**src/rtl/tx_ipv4.sv**
```systemverilog
// IPv4 transmit framer: latches one request, then streams the 20-byte header and the payload to the MAC.
// Optional macro TX_IPV4_CHECKSUM_EN adds the CSUM/FOLD states; without it the checksum is sent as 00 00.
module tx_ipv4 #(
  parameter int          OCT        = 8,
  parameter logic [7:0]  TTL        = 8'h40,
  parameter logic [15:0] FLAGS_FRAG = 16'h4000
) (
  input  logic           RX_CLK,
  input  logic           rst,
  input  logic [31:0]    ip_addr,
  input  logic [31:0]    tx_dst_ip,
  input  logic [7:0]     tx_protocol,
  input  logic [15:0]    tx_len,
  input  logic           tx_start,
  output logic           tx_busy,
  input  logic [OCT-1:0] tx_data,
  output logic           tx_data_req,
  input  logic           tx_ready,
  output logic           tx_payload_ipv4,
  output logic [OCT-1:0] tx_payload,
  output logic           tx_last,
  output logic           tx_ipv4_done
);

  typedef enum logic [2:0] {IDLE, CSUM, FOLD, HDR, DATA, DONE} state_t;

  state_t        state_reg;
  logic [31:0]   src_reg;
  logic [31:0]   dst_reg;
  logic [7:0]    proto_reg;
  logic [15:0]   len_reg;
  logic [15:0]   id_reg;
  logic [15:0]   cnt_reg;
  logic          last_loaded_reg;
  logic [15:0]   total_len;
  logic [OCT-1:0] hdr_byte [20];
  logic          load_ok;
  logic          xfer;

`ifdef TX_IPV4_CHECKSUM_EN
  logic [19:0]   sum_reg;
  logic [15:0]   csum_reg;
  logic [15:0]   hdr_half [10];
  logic [16:0]   fold1;
  logic [15:0]   fold2;
`endif

  assign total_len = len_reg + 16'd20;

  always_comb begin
    hdr_byte[0]  = 8'h45;
    hdr_byte[1]  = 8'h00;
    hdr_byte[2]  = total_len[15:8];
    hdr_byte[3]  = total_len[7:0];
    hdr_byte[4]  = id_reg[15:8];
    hdr_byte[5]  = id_reg[7:0];
    hdr_byte[6]  = FLAGS_FRAG[15:8];
    hdr_byte[7]  = FLAGS_FRAG[7:0];
    hdr_byte[8]  = TTL;
    hdr_byte[9]  = proto_reg;
`ifdef TX_IPV4_CHECKSUM_EN
    hdr_byte[10] = csum_reg[15:8];
    hdr_byte[11] = csum_reg[7:0];
`else
    hdr_byte[10] = 8'h00;
    hdr_byte[11] = 8'h00;
`endif
    hdr_byte[12] = src_reg[31:24];
    hdr_byte[13] = src_reg[23:16];
    hdr_byte[14] = src_reg[15:8];
    hdr_byte[15] = src_reg[7:0];
    hdr_byte[16] = dst_reg[31:24];
    hdr_byte[17] = dst_reg[23:16];
    hdr_byte[18] = dst_reg[15:8];
    hdr_byte[19] = dst_reg[7:0];
  end

`ifdef TX_IPV4_CHECKSUM_EN
  // Halfword 5 is the checksum field itself, summed as zero.
  genvar gi;
  generate
    for (gi = 0; gi < 10; gi++) begin : g_half
      if (gi == 5) begin : g_zero
        assign hdr_half[gi] = 16'h0000;
      end else begin : g_pair
        assign hdr_half[gi] = {hdr_byte[2*gi], hdr_byte[2*gi+1]};
      end
    end
  endgenerate

  assign fold1 = {1'b0, sum_reg[15:0]} + {13'h0000, sum_reg[19:16]};
  assign fold2 = fold1[15:0] + {15'h0000, fold1[16]};
`endif

  // Output register may take a new byte when empty or when its byte is being accepted.
  assign load_ok     = !tx_payload_ipv4 || tx_ready;
  assign xfer        = tx_payload_ipv4 && tx_ready;
  assign tx_data_req = (state_reg == DATA) && !last_loaded_reg && load_ok;

  always_ff @(posedge RX_CLK) begin
    if (rst) begin
      state_reg       <= IDLE;
      src_reg         <= '0;
      dst_reg         <= '0;
      proto_reg       <= '0;
      len_reg         <= '0;
      id_reg          <= '0;
      cnt_reg         <= '0;
      last_loaded_reg <= 1'b0;
      tx_busy         <= 1'b0;
      tx_payload_ipv4 <= 1'b0;
      tx_payload      <= '0;
      tx_last         <= 1'b0;
      tx_ipv4_done    <= 1'b0;
`ifdef TX_IPV4_CHECKSUM_EN
      sum_reg         <= '0;
      csum_reg        <= '0;
`endif
    end else begin
      tx_ipv4_done <= 1'b0;
      case (state_reg)
        IDLE: begin
          if (tx_start) begin
            src_reg         <= ip_addr;
            dst_reg         <= tx_dst_ip;
            proto_reg       <= tx_protocol;
            len_reg         <= tx_len;
            cnt_reg         <= '0;
            last_loaded_reg <= 1'b0;
            tx_busy         <= 1'b1;
`ifdef TX_IPV4_CHECKSUM_EN
            sum_reg         <= '0;
            state_reg       <= CSUM;
`else
            state_reg       <= HDR;
`endif
          end
        end
`ifdef TX_IPV4_CHECKSUM_EN
        CSUM: begin
          sum_reg <= sum_reg + {4'h0, hdr_half[cnt_reg[3:0]]};
          if (cnt_reg == 16'd9) begin
            cnt_reg   <= '0;
            state_reg <= FOLD;
          end else begin
            cnt_reg <= cnt_reg + 16'd1;
          end
        end
        FOLD: begin
          csum_reg  <= ~fold2;
          state_reg <= HDR;
        end
`endif
        HDR, DATA: begin
          if (last_loaded_reg) begin
            if (xfer) begin
              tx_payload_ipv4 <= 1'b0;
              tx_last         <= 1'b0;
              tx_busy         <= 1'b0;
              tx_ipv4_done    <= 1'b1;
              state_reg       <= DONE;
            end
          end else if (load_ok) begin
            tx_payload_ipv4 <= 1'b1;
            cnt_reg         <= cnt_reg + 16'd1;
            if (state_reg == HDR) begin
              tx_payload <= hdr_byte[cnt_reg[4:0]];
              if (cnt_reg == 16'd19) begin
                cnt_reg <= '0;
                if (len_reg == 16'd0) begin
                  tx_last         <= 1'b1;
                  last_loaded_reg <= 1'b1;
                end else begin
                  state_reg <= DATA;
                end
              end
            end else begin
              tx_payload <= tx_data;
              if (cnt_reg == len_reg - 16'd1) begin
                tx_last         <= 1'b1;
                last_loaded_reg <= 1'b1;
              end
            end
          end
        end
        DONE: begin
          id_reg    <= id_reg + 16'd1;
          state_reg <= IDLE;
        end
        default: state_reg <= IDLE;
      endcase
    end
  end

endmodule

```
**config.mk**
```make
export PLATFORM = sky130hd
export DESIGN_NAME = tx_ipv4
export DESIGN_NICKNAME = d
export VERILOG_FILES = /design/src/rtl/tx_ipv4.sv
export SDC_FILE = /design/constraint.sdc
export NUM_CORES = 1
export LEC_CHECK = 0
export ABC_AREA = 1
export BUFFER_PORTS_ARGS = -buffer_cell sky130_fd_sc_hd__buf_2
export CORE_MARGIN = 8
export CORE_UTILIZATION = 35
export CTS_BUF_LIST = sky130_fd_sc_hd__clkbuf_4
export DETAILED_ROUTE_END_ITERATION = 8
export SYNTH_ARGS = -nofsm -noshare
export SYNTH_HDL_FRONTEND = slang
export SYNTH_SLANG_ARGS = --single-unit
```
**constraint.sdc**
```tcl
create_clock -name RX_CLK -period 2.3 [get_ports RX_CLK]
set_clock_uncertainty 0.1 [all_clocks]
set_input_delay 0.23 -clock RX_CLK [delete_from_list [all_inputs] [get_ports RX_CLK]]
set_output_delay 0.23 -clock RX_CLK [all_outputs]
set_load 0.01 [all_outputs]
```
# After elaboration in Yosys (flattened, before gate mapping)
# Index checks and enable logic that the tools add are counted.
[classes]
add_sub_neg = 4
order_cmp = 1
n_eq_ne = 18
muxes = 39
n_bitwise = 3
n_reduce_logical = 21
[ops]
columns = ["cell", "n"]
rows = [
  ["$mux W16", 5],
  ["$bmux W8 S5", 1],
  ["$add A16 B1 Y16 const B", 2],
  ["$pmux W16 S2", 1],
  ["$mux W8", 3],
  ["$mux W3", 7],
  ["$mux W1", 19],
  ["$add A16 B5 Y16 const B", 1],
  ["$eq A16 B16 Y1", 1],
  ["$eq A16 B5 Y1 const B", 1],
  ["$logic_not A16 Y1", 1],
  ["$sub A16 B1 Y16 const B", 1],
  ["$ne A3 B3 Y1 const B", 5],
  ["$reduce_and A6 Y1", 2],
  ["$ne A2 B2 Y1 const B", 5],
  ["$reduce_and A4 Y1", 2],
  ["$eq A3 B3 Y1 const B", 2],
  ["$ge A6 B6 Y1 const B", 1],
  ["$ne A3 B2 Y1 const B", 2],
  ["$not A5 Y6", 1],
  ["$pmux W3 S2", 1],
  ["$reduce_and A3 Y1", 2],
  ["$pmux W1 S2", 2],
  ["$reduce_and A2 Y1", 2],
  ["11 further kinds", 16],
]
[word_totals]
reg_bits = 136
inputBits = 100
out_inout_bits = 13

# Longest topological paths before layout
# Gate-level depths: netlist of run 1.
[depth]
word_depth = 7
ltp_mapped = 17
depth_no_buf = 17

# Least setup slack after synthesis of run 1
# No wires, ideal clock.
[synth_timing]
kind = "register to register"
start = "reg len_reg[2]"
end = "reg tx_last"
arrival_time_ns = 1.697
path_slack_ns = 0.433
stages_incl_launch_ff = 15
cell_sequence = "dfxtp_1 -> inv_1 -> ha_1 -> a21boi_2 -> nand2_1 -> inv_1 -> nand2_1 -> xor2_1 -> nor2_1 -> nand2_1 -> nor2_1 -> nand2_1 -> nand2_1 -> nand2_1 -> a21oi_1"
[synth_via]
elab_chain_len = 4
word_cells_on_any_way = 6
cone_classes = "add/sub: 1; eq/ne: 2; reduce/logical: 3"
[synth_rtl]
columns = ["item", "line", "text"]
rows = [
  ["start, declared", "31", "logic [15:0] len_reg;"],
  ["start signal, assigned", "127", "len_reg <= tx_len;"],
  ["$sub A16 B1 Y16", "179", "if (cnt_reg == len_reg - 16'd1) begin"],
  ["$eq A16 B16 Y1", "179", ""],
  ["$reduce_bool A3 Y1 (no source line)", "n/a", ""],
  ["$reduce_and A6 Y1 (no source line) (*)", "n/a", ""],
  ["end signal, assigned", "158", "tx_last <= 1'b0;"],
  ["end signal, assigned", "171", "tx_last <= 1'b1;"],
  ["end signal, assigned", "180", "tx_last <= 1'b1;"],
  ["end, declared", "21", "output logic tx_last,"],
]
# Mark *: on every way between the ends. The rest lies on a longest branch, timed or not.
# A chain may end at the register's enable or synchronous reset.

# Worst setup path in the final report of run 1
[layout_timing]
start = "reg len_reg[3]"
end = "reg tx_last"
# Same word-level chain as after synthesis.

==> metrics, run 1 <==
leak pwr=4.021 nW; layout cells sized above 1=0.1853; Storage cell area=2724 um2; Worst Reg-to-Reg Cells=13; crit-path max FO=6; Yosys reg bits=136; Die ar.=26720 um2; starting density of the core=0.3531; initial drt markers=460; CTS tree=done; CTS buffer count=17; Final Slew Violations=0; Hold Crit Class=in -> reg; total global-route track usage=0.1823; # rows=54; Syn Nets=1219; status=completed; r2r startpoint=len_reg[3]; clk sinks=136; total number of vias=7938; Post-Route Utilization=0.4523; Worst Path Arrival=2.45 ns; die width=163.5 um; Slew headroom=0.5486; Cell Area, Synth=7610 um2; DRC viols=0; # nets final=1411; Congestion Overflow GR=0; CP max-delay cell=dfxtp_1; Placeable Area=21550 um2; Mean Syn Cell Area=6.843 um2; port bufs=112; CP cell instances=inv_2 > ha_1 > a21boi_4 > nand2_1 > nor2_1 > xor2_1 > nor2_1 > nand2_1 > nor2_1 > nand2_1 > nand2_1 > nand2_1 > a21oi_1; final-report hold violation count=0; Post-synth EDFFs=0; count of final setup violators=0; critical path startpoint category=flop; largest net degree at the start of global routing=83; Max IR drop VDD=0.4263 mV; antenna violations before repair=1; clk_lat worst skew=0.56 ns; Worst Path Required=2.67 ns; crit path launch=len_reg[3]; Setup WS pre-CTS=0.1337 ns; vias per std cell=4.967; Layout area overhead=28.12%; GP Congestion=0.8583; die height=163.5 um; multi-input logic area=4187 um2; final period utilization=0.9026; reg2reg end=tx_last; CTS root buf=clkbuf_4; synthesized instance count=1112; number of global-route vias before repair=7771; Cells on Worst Hold Path=4; first-pass GRT wire length=39540 um; crit path time final=2.076 ns; maxcap violations=0; DP Wirelength=17610 um; post-DR wirelength/cell=15.05 um; setup slack, reg-to-reg=0.22 ns; # IOs=113; maximum root-to-sink buffer count=2; fillcell total=2197; Routed WL=24040 um; FMAX=0.4817 GHz; number of detailed-route iterations in the first pass=5; Power per Cell Area=886.9 nW/um2; Crit Path Class=reg -> reg; CP most frequent cell=nand2_1; unrepaired setup endpoints after global routing=false; final worst slack=0.2241 ns; synth unique cells=55; CP max stage delay=0.39 ns; register area share after synthesis=0.3578; CP Capture Point=tx_last; critical path endpoint category=flop; Post-synth ARST share=0; DRT antenna net count=0; Synth Warn #=0; ys flop type=dfxtp_1; Final TNS setup=0 ns; CTS H-tree depth=4; clock transition at the registers of the reported paths=0.15 ns; Least-Margin Pin Slew=0.6771 ns
[Yosys cell counts (2+ instances only)]
| library cell | count | share of area |
|---|---|---|
| a21oi_1 | 156 | 0.10 |
| o22ai_1 | 2 | 0.0016 |
| nor2_1 | 72 | 0.036 |
| nor3_4 | 4 | 0.0085 |
| nand3_4 | 2 | 0.0046 |
| inv_2 | 7 | 0.0035 |
| xnor2_1 | 7 | 0.0081 |
| a211oi_2 | 3 | 0.0049 |
| buf_6 | 2 | 0.0030 |
| nand4_1 | 15 | 0.012 |
| clkbuf_1 | 42 | 0.021 |
| clkinv_1 | 2 | 0.00099 |
| nand3_2 | 5 | 0.0066 |
| inv_1 | 104 | 0.051 |
| nor2_2 | 8 | 0.0066 |
| dfxtp_1 | 136 | 0.36 |
| nor3b_2 | 4 | 0.0066 |
| buf_2 | 19 | 0.012 |
| nor4_1 | 4 | 0.0033 |
| nor3_2 | 6 | 0.0079 |
| nand3b_1 | 2 | 0.0020 |
| nand2_2 | 5 | 0.0041 |
| nand2_1 | 232 | 0.11 |
| nand3_1 | 89 | 0.059 |
| a211oi_1 | 2 | 0.0020 |
| o21ai_2 | 3 | 0.0035 |
| a31oi_1 | 4 | 0.0033 |
| o2111ai_1 | 3 | 0.0035 |
| nor3_1 | 6 | 0.0039 |
| o21a_1 | 3 | 0.0030 |
| o21ai_1 | 5 | 0.0033 |
| ha_1 | 7 | 0.012 |
| nor2_4 | 4 | 0.0059 |
| o221ai_1 | 2 | 0.0023 |
| o21ai_0 | 101 | 0.066 |
| xor2_1 | 17 | 0.020 |
| o211ai_1 | 6 | 0.0059 |
| nand2_4 | 4 | 0.0059 |
[report_power, final]
group | internal, W | total [W] | switching, W
combinational | 0.00139 | 0.00393 | 0.00254
clock | 0.000556 | 0.00154 | 0.000983
sequential | 0.00283 | 0.00318 | 0.000348
[area by class of cell]
type	instances	area share
timing repair buffer	239	0.1828
clock buffer	17	0.01309
multi-input combinational	795	0.4294
clock inverter	15	0.01386
tap	280	0.03593
sequential	136	0.2794
inverter	115	0.04530
antenna	1	0.0002567
[metrics by stage]
stage | hold slack [ns] | power, W | instance area [um2] | cells
after floorplan | 0.2858 | 0.005926 | 7610 | 1112
after global placement | 0.3375 | 0.006937 | 8479 | 1467
after detailed placement | 0.3410 | 0.006959 | 8479 | 1467
after CTS | 0.1005 | 0.008637 | 9713 | 1596
after global routing | 0.1106 | 0.009356 | 9749 | 1598
final | 0.1281 | 0.008647 | 9749 | 1598
[cells by family after synthesis]
logic type      Yosys count  synth area share
compound gates          295            0.2090
xor+xnor                 24           0.02762
fa+ha+maj                 7           0.01151
buf+inv                 181           0.09635
flops                   136            0.3578
simple gates            469            0.2978
[worst max-delay path: cells and delay by family (launching register included)]
family	cells	cell delay [ns]
fa+ha+maj	1	0.23
simple gates	8	0.80
buf+inv	1	0.09
compound gates	2	0.31
flops	1	0.39
xor+xnor	1	0.09
[layer usage]
metal  track usage  wire (um)  vias up
met5             0          0        -
met4       0.05620        430        0
met3       0.03730       1122       32
met2        0.3156      11980      200
met1        0.2229      10510     3622
li1              -          -     4084
[worst min-delay path by stage]
stage	startpoint	end	slack [ns]
2_1_floorplan	tx_ready	tx_ipv4_done	0.29
3_3_place_gp	dst_reg[21]	dst_reg[21]	0.34
3_5_place_dp	dst_reg[21]	dst_reg[21]	0.34
4_1_cts	rst	id_reg[0]	0.10
5_1_grt	rst	cnt_reg[12]	0.11
6_report	rst	cnt_reg[12]	0.13
[placed cells by master, fill, tap and decap left out, types with 3 or more instances in the layout]
cell type / count
nand2_1: 231
a21oi_1: 156
dfxtp_1: 135
buf_2: 112
inv_1: 102
o21ai_0: 100
dlygate4sd3_1: 97
nand3_1: 88
nor2_1: 71
buf_4: 28
xor2_1: 17
clkbuf_4: 17
nand4_1: 15
inv_2: 9
nor2_2: 9
inv_6: 8
xnor2_1: 7
nor3_2: 6
o21ai_1: 6
nand3_2: 6
nor3_1: 6
o211ai_1: 6
ha_1: 6
nand2_4: 5
nand2_2: 5
nor4_1: 4
nor3_4: 4
a31oi_1: 4
nor3b_2: 4
nor2_4: 4
o21a_1: 3
o21ai_2: 3
clkinv_1: 3
a211oi_2: 3
o2111ai_1: 3
clkinv_2: 3
[timing repair]
item | 4_1_cts | 5_1_grt
hold buffers | 97 | 0
setup endpoints to repair | 0 | 5
buffers inserted | 0 | 1
resized for setup | 0 | 9
endpoints found under the hold margin | 97 | 0
(Power assumes the default switching activity.)
==> run 2: changes to the inputs <==
- CELL_PAD_IN_SITES_DETAIL_PLACEMENT: not set -> 2
- CELL_PAD_IN_SITES_GLOBAL_PLACEMENT: not set -> 2
- CORE_UTILIZATION: 35 -> 33
- PLACE_DENSITY_LB_ADDON: not set -> 0.1
==> metrics, run 2 (synthesized netlist as in run 1, its figures left out) <==
maxcap violations=0; # IOs=113; clk_lat worst skew=0.59 ns; # rows=55; total global-route track usage=0.2305; CP cell instances=nand2_1 > nor2_1 > nand3_1 > xor2_1 > nand2_1 > nand2_1 > nand2_1 > nand2_1 > nand2_1 > nand2_1 > nand2_1 > nand2_1 > a21oi_1; initial drt markers=408; P_int=0.004915 W; CP most frequent cell=nand2_1; final-report hold violation count=0; port bufs=112; Final Slew Violations=0; Layout area overhead=29.92%; Max IR drop VDD=0.3732 mV; # nets final=1419; CP max-delay cell=dfxtp_1; leak pwr=4.084 nW; clock transition at the registers of the reported paths=0.16 ns; GP Congestion=0.8469; Hold Crit Class=in -> reg; die width=167.9 um; Worst Path Required=2.73 ns; starting density of the core=0.3361; CTS H-tree depth=4; largest net degree at the start of global routing=59; clk sinks=136; Congestion Overflow GR=0; first-pass GRT wire length=52030 um; Clock power frac=0.191; CP max stage delay=0.56 ns; vias per std cell=5.223; critical path startpoint category=flop; Slew headroom=0.5029; Power per Cell Area=938.5 nW/um2; layout cells sized above 1=0.1932; Routed WL=32620 um; most common cell after layout, fill and taps aside=nand2_1; number of detailed-route iterations in the first pass=4; crit path time final=2.134 ns; status=completed; Crit Path Class=reg -> reg; crit path launch=len_reg[9]; Net Sw Frac=0.4703; combinational power share=0.461; unrepaired setup endpoints after global routing=true; FMAX=0.4685 GHz; commonest non-fill, non-tap cells in the layout=230 x nand2_1, 156 x a21oi_1, 130 x dfxtp_1; total number of vias=8425; Hold Path Origin=rst; CTS tree=done; DRT antenna net count=0; Least-Margin Pin Slew=0.7456 ns; Placeable Area=22640 um2; maximum root-to-sink buffer count=2; antenna violations before repair=2; crit-path max FO=7; sequential power share=0.348; CTS root buf=clkbuf_4; DP Wirelength=21740 um; number of global-route vias before repair=9561; die height=167.9 um; r2r startpoint=len_reg[9]; Worst Path Arrival=2.56 ns; CTS buffer count=17; count of final setup violators=0; overall power=0.009279 W; NetSw=0.004364 W; DRC viols=0; Die ar.=28180 um2; Post-Route Utilization=0.4367; final period utilization=0.9280; Final TNS setup=0 ns; critical path endpoint category=flop; post-DR wirelength/cell=20.22 um
## run 2: cell count changes in the layout (fill, tap and decap cells not counted), moves of 2 or more
cell	change
dfxtp_1	-5
buf_4	+5
diode_2	+2
dfxtp_2	+5
clkinv_8	+2
clkinv_2	-3
clkinv_4	+2
inv_8	+4
inv_6	-3
buf_12	+2
## run 2: metal layers
layer  track usage  wire [um]  vias up
met3       0.03344       1032       50
met5             0          0        -
met4       0.08579        822        0
met1        0.2673      13710     4132
met2        0.4217      17060      143
li1              -          -     4100
## run 2: layout make-up
cell class | instances | area, um2
antenna | 3 | 7.507
clock buffer | 17 | 127.6
clock inverter | 15 | 177.7
fill | 2658 | 12750
inverter | 115 | 441.7
multi-input combinational | 795 | 4177
sequential | 136 | 2730
tap | 285 | 356.6
timing repair buffer | 247 | 1869
## run 2: through the flow
| step | area (um2) | cells | setup slack, ns | hold WS [ns] |
|---|---|---|---|---|
| floorplan | 7610 | 1112 | 0.4333 | 0.2858 |
| finish | 9887 | 1613 | 0.1656 | 0.1186 |
| global route | 9887 | 1613 | -0.009155 | 0.1210 |
| CTS | 9849 | 1609 | 0.06334 | 0.07338 |
| detailed placement | 8563 | 1479 | 0.09385 | 0.3431 |
| global placement | 8563 | 1479 | 0.1944 | 0.3405 |
## run 2: power groups by stage
stage | Sequential [W] | Clock, W | Combinational (W)
2_1_floorplan | 0.00310 | 0 | 0.00282
3_5_place_dp | 0.00326 | 0 | 0.00404
3_3_place_gp | 0.00323 | 0 | 0.00390
5_1_grt | 0.00328 | 0.00191 | 0.00476
4_1_cts | 0.00320 | 0.00181 | 0.00419
6_report | 0.00323 | 0.00178 | 0.00428
## run 2: worst paths after layout
check	endpoint	slack (ns)	depth (start not counted)
setup reg to reg	tx_payload[5]	0.17	13
setup / recovery	tx_payload[5]	0.17	13
hold reg to reg	dst_reg[22]	0.36	2
hold / removal	id_reg[6]	0.12	4
## run 2: worst max-delay path, delay by kind of cell, from the launching register on
| family | cells | cell delay (ns) |
|---|---|---|
| compound gates | 1 | 0.15 |
| flops | 1 | 0.56 |
| simple gates | 11 | 1.10 |
| xor+xnor | 1 | 0.16 |
## run 2: repair_timing
item,in CTS,in global routing
gates resized for setup,0,13
setup endpoints to repair,0,9
setup buffers,0,1
hold endpoints to repair,97,0
hold buffers,98,0
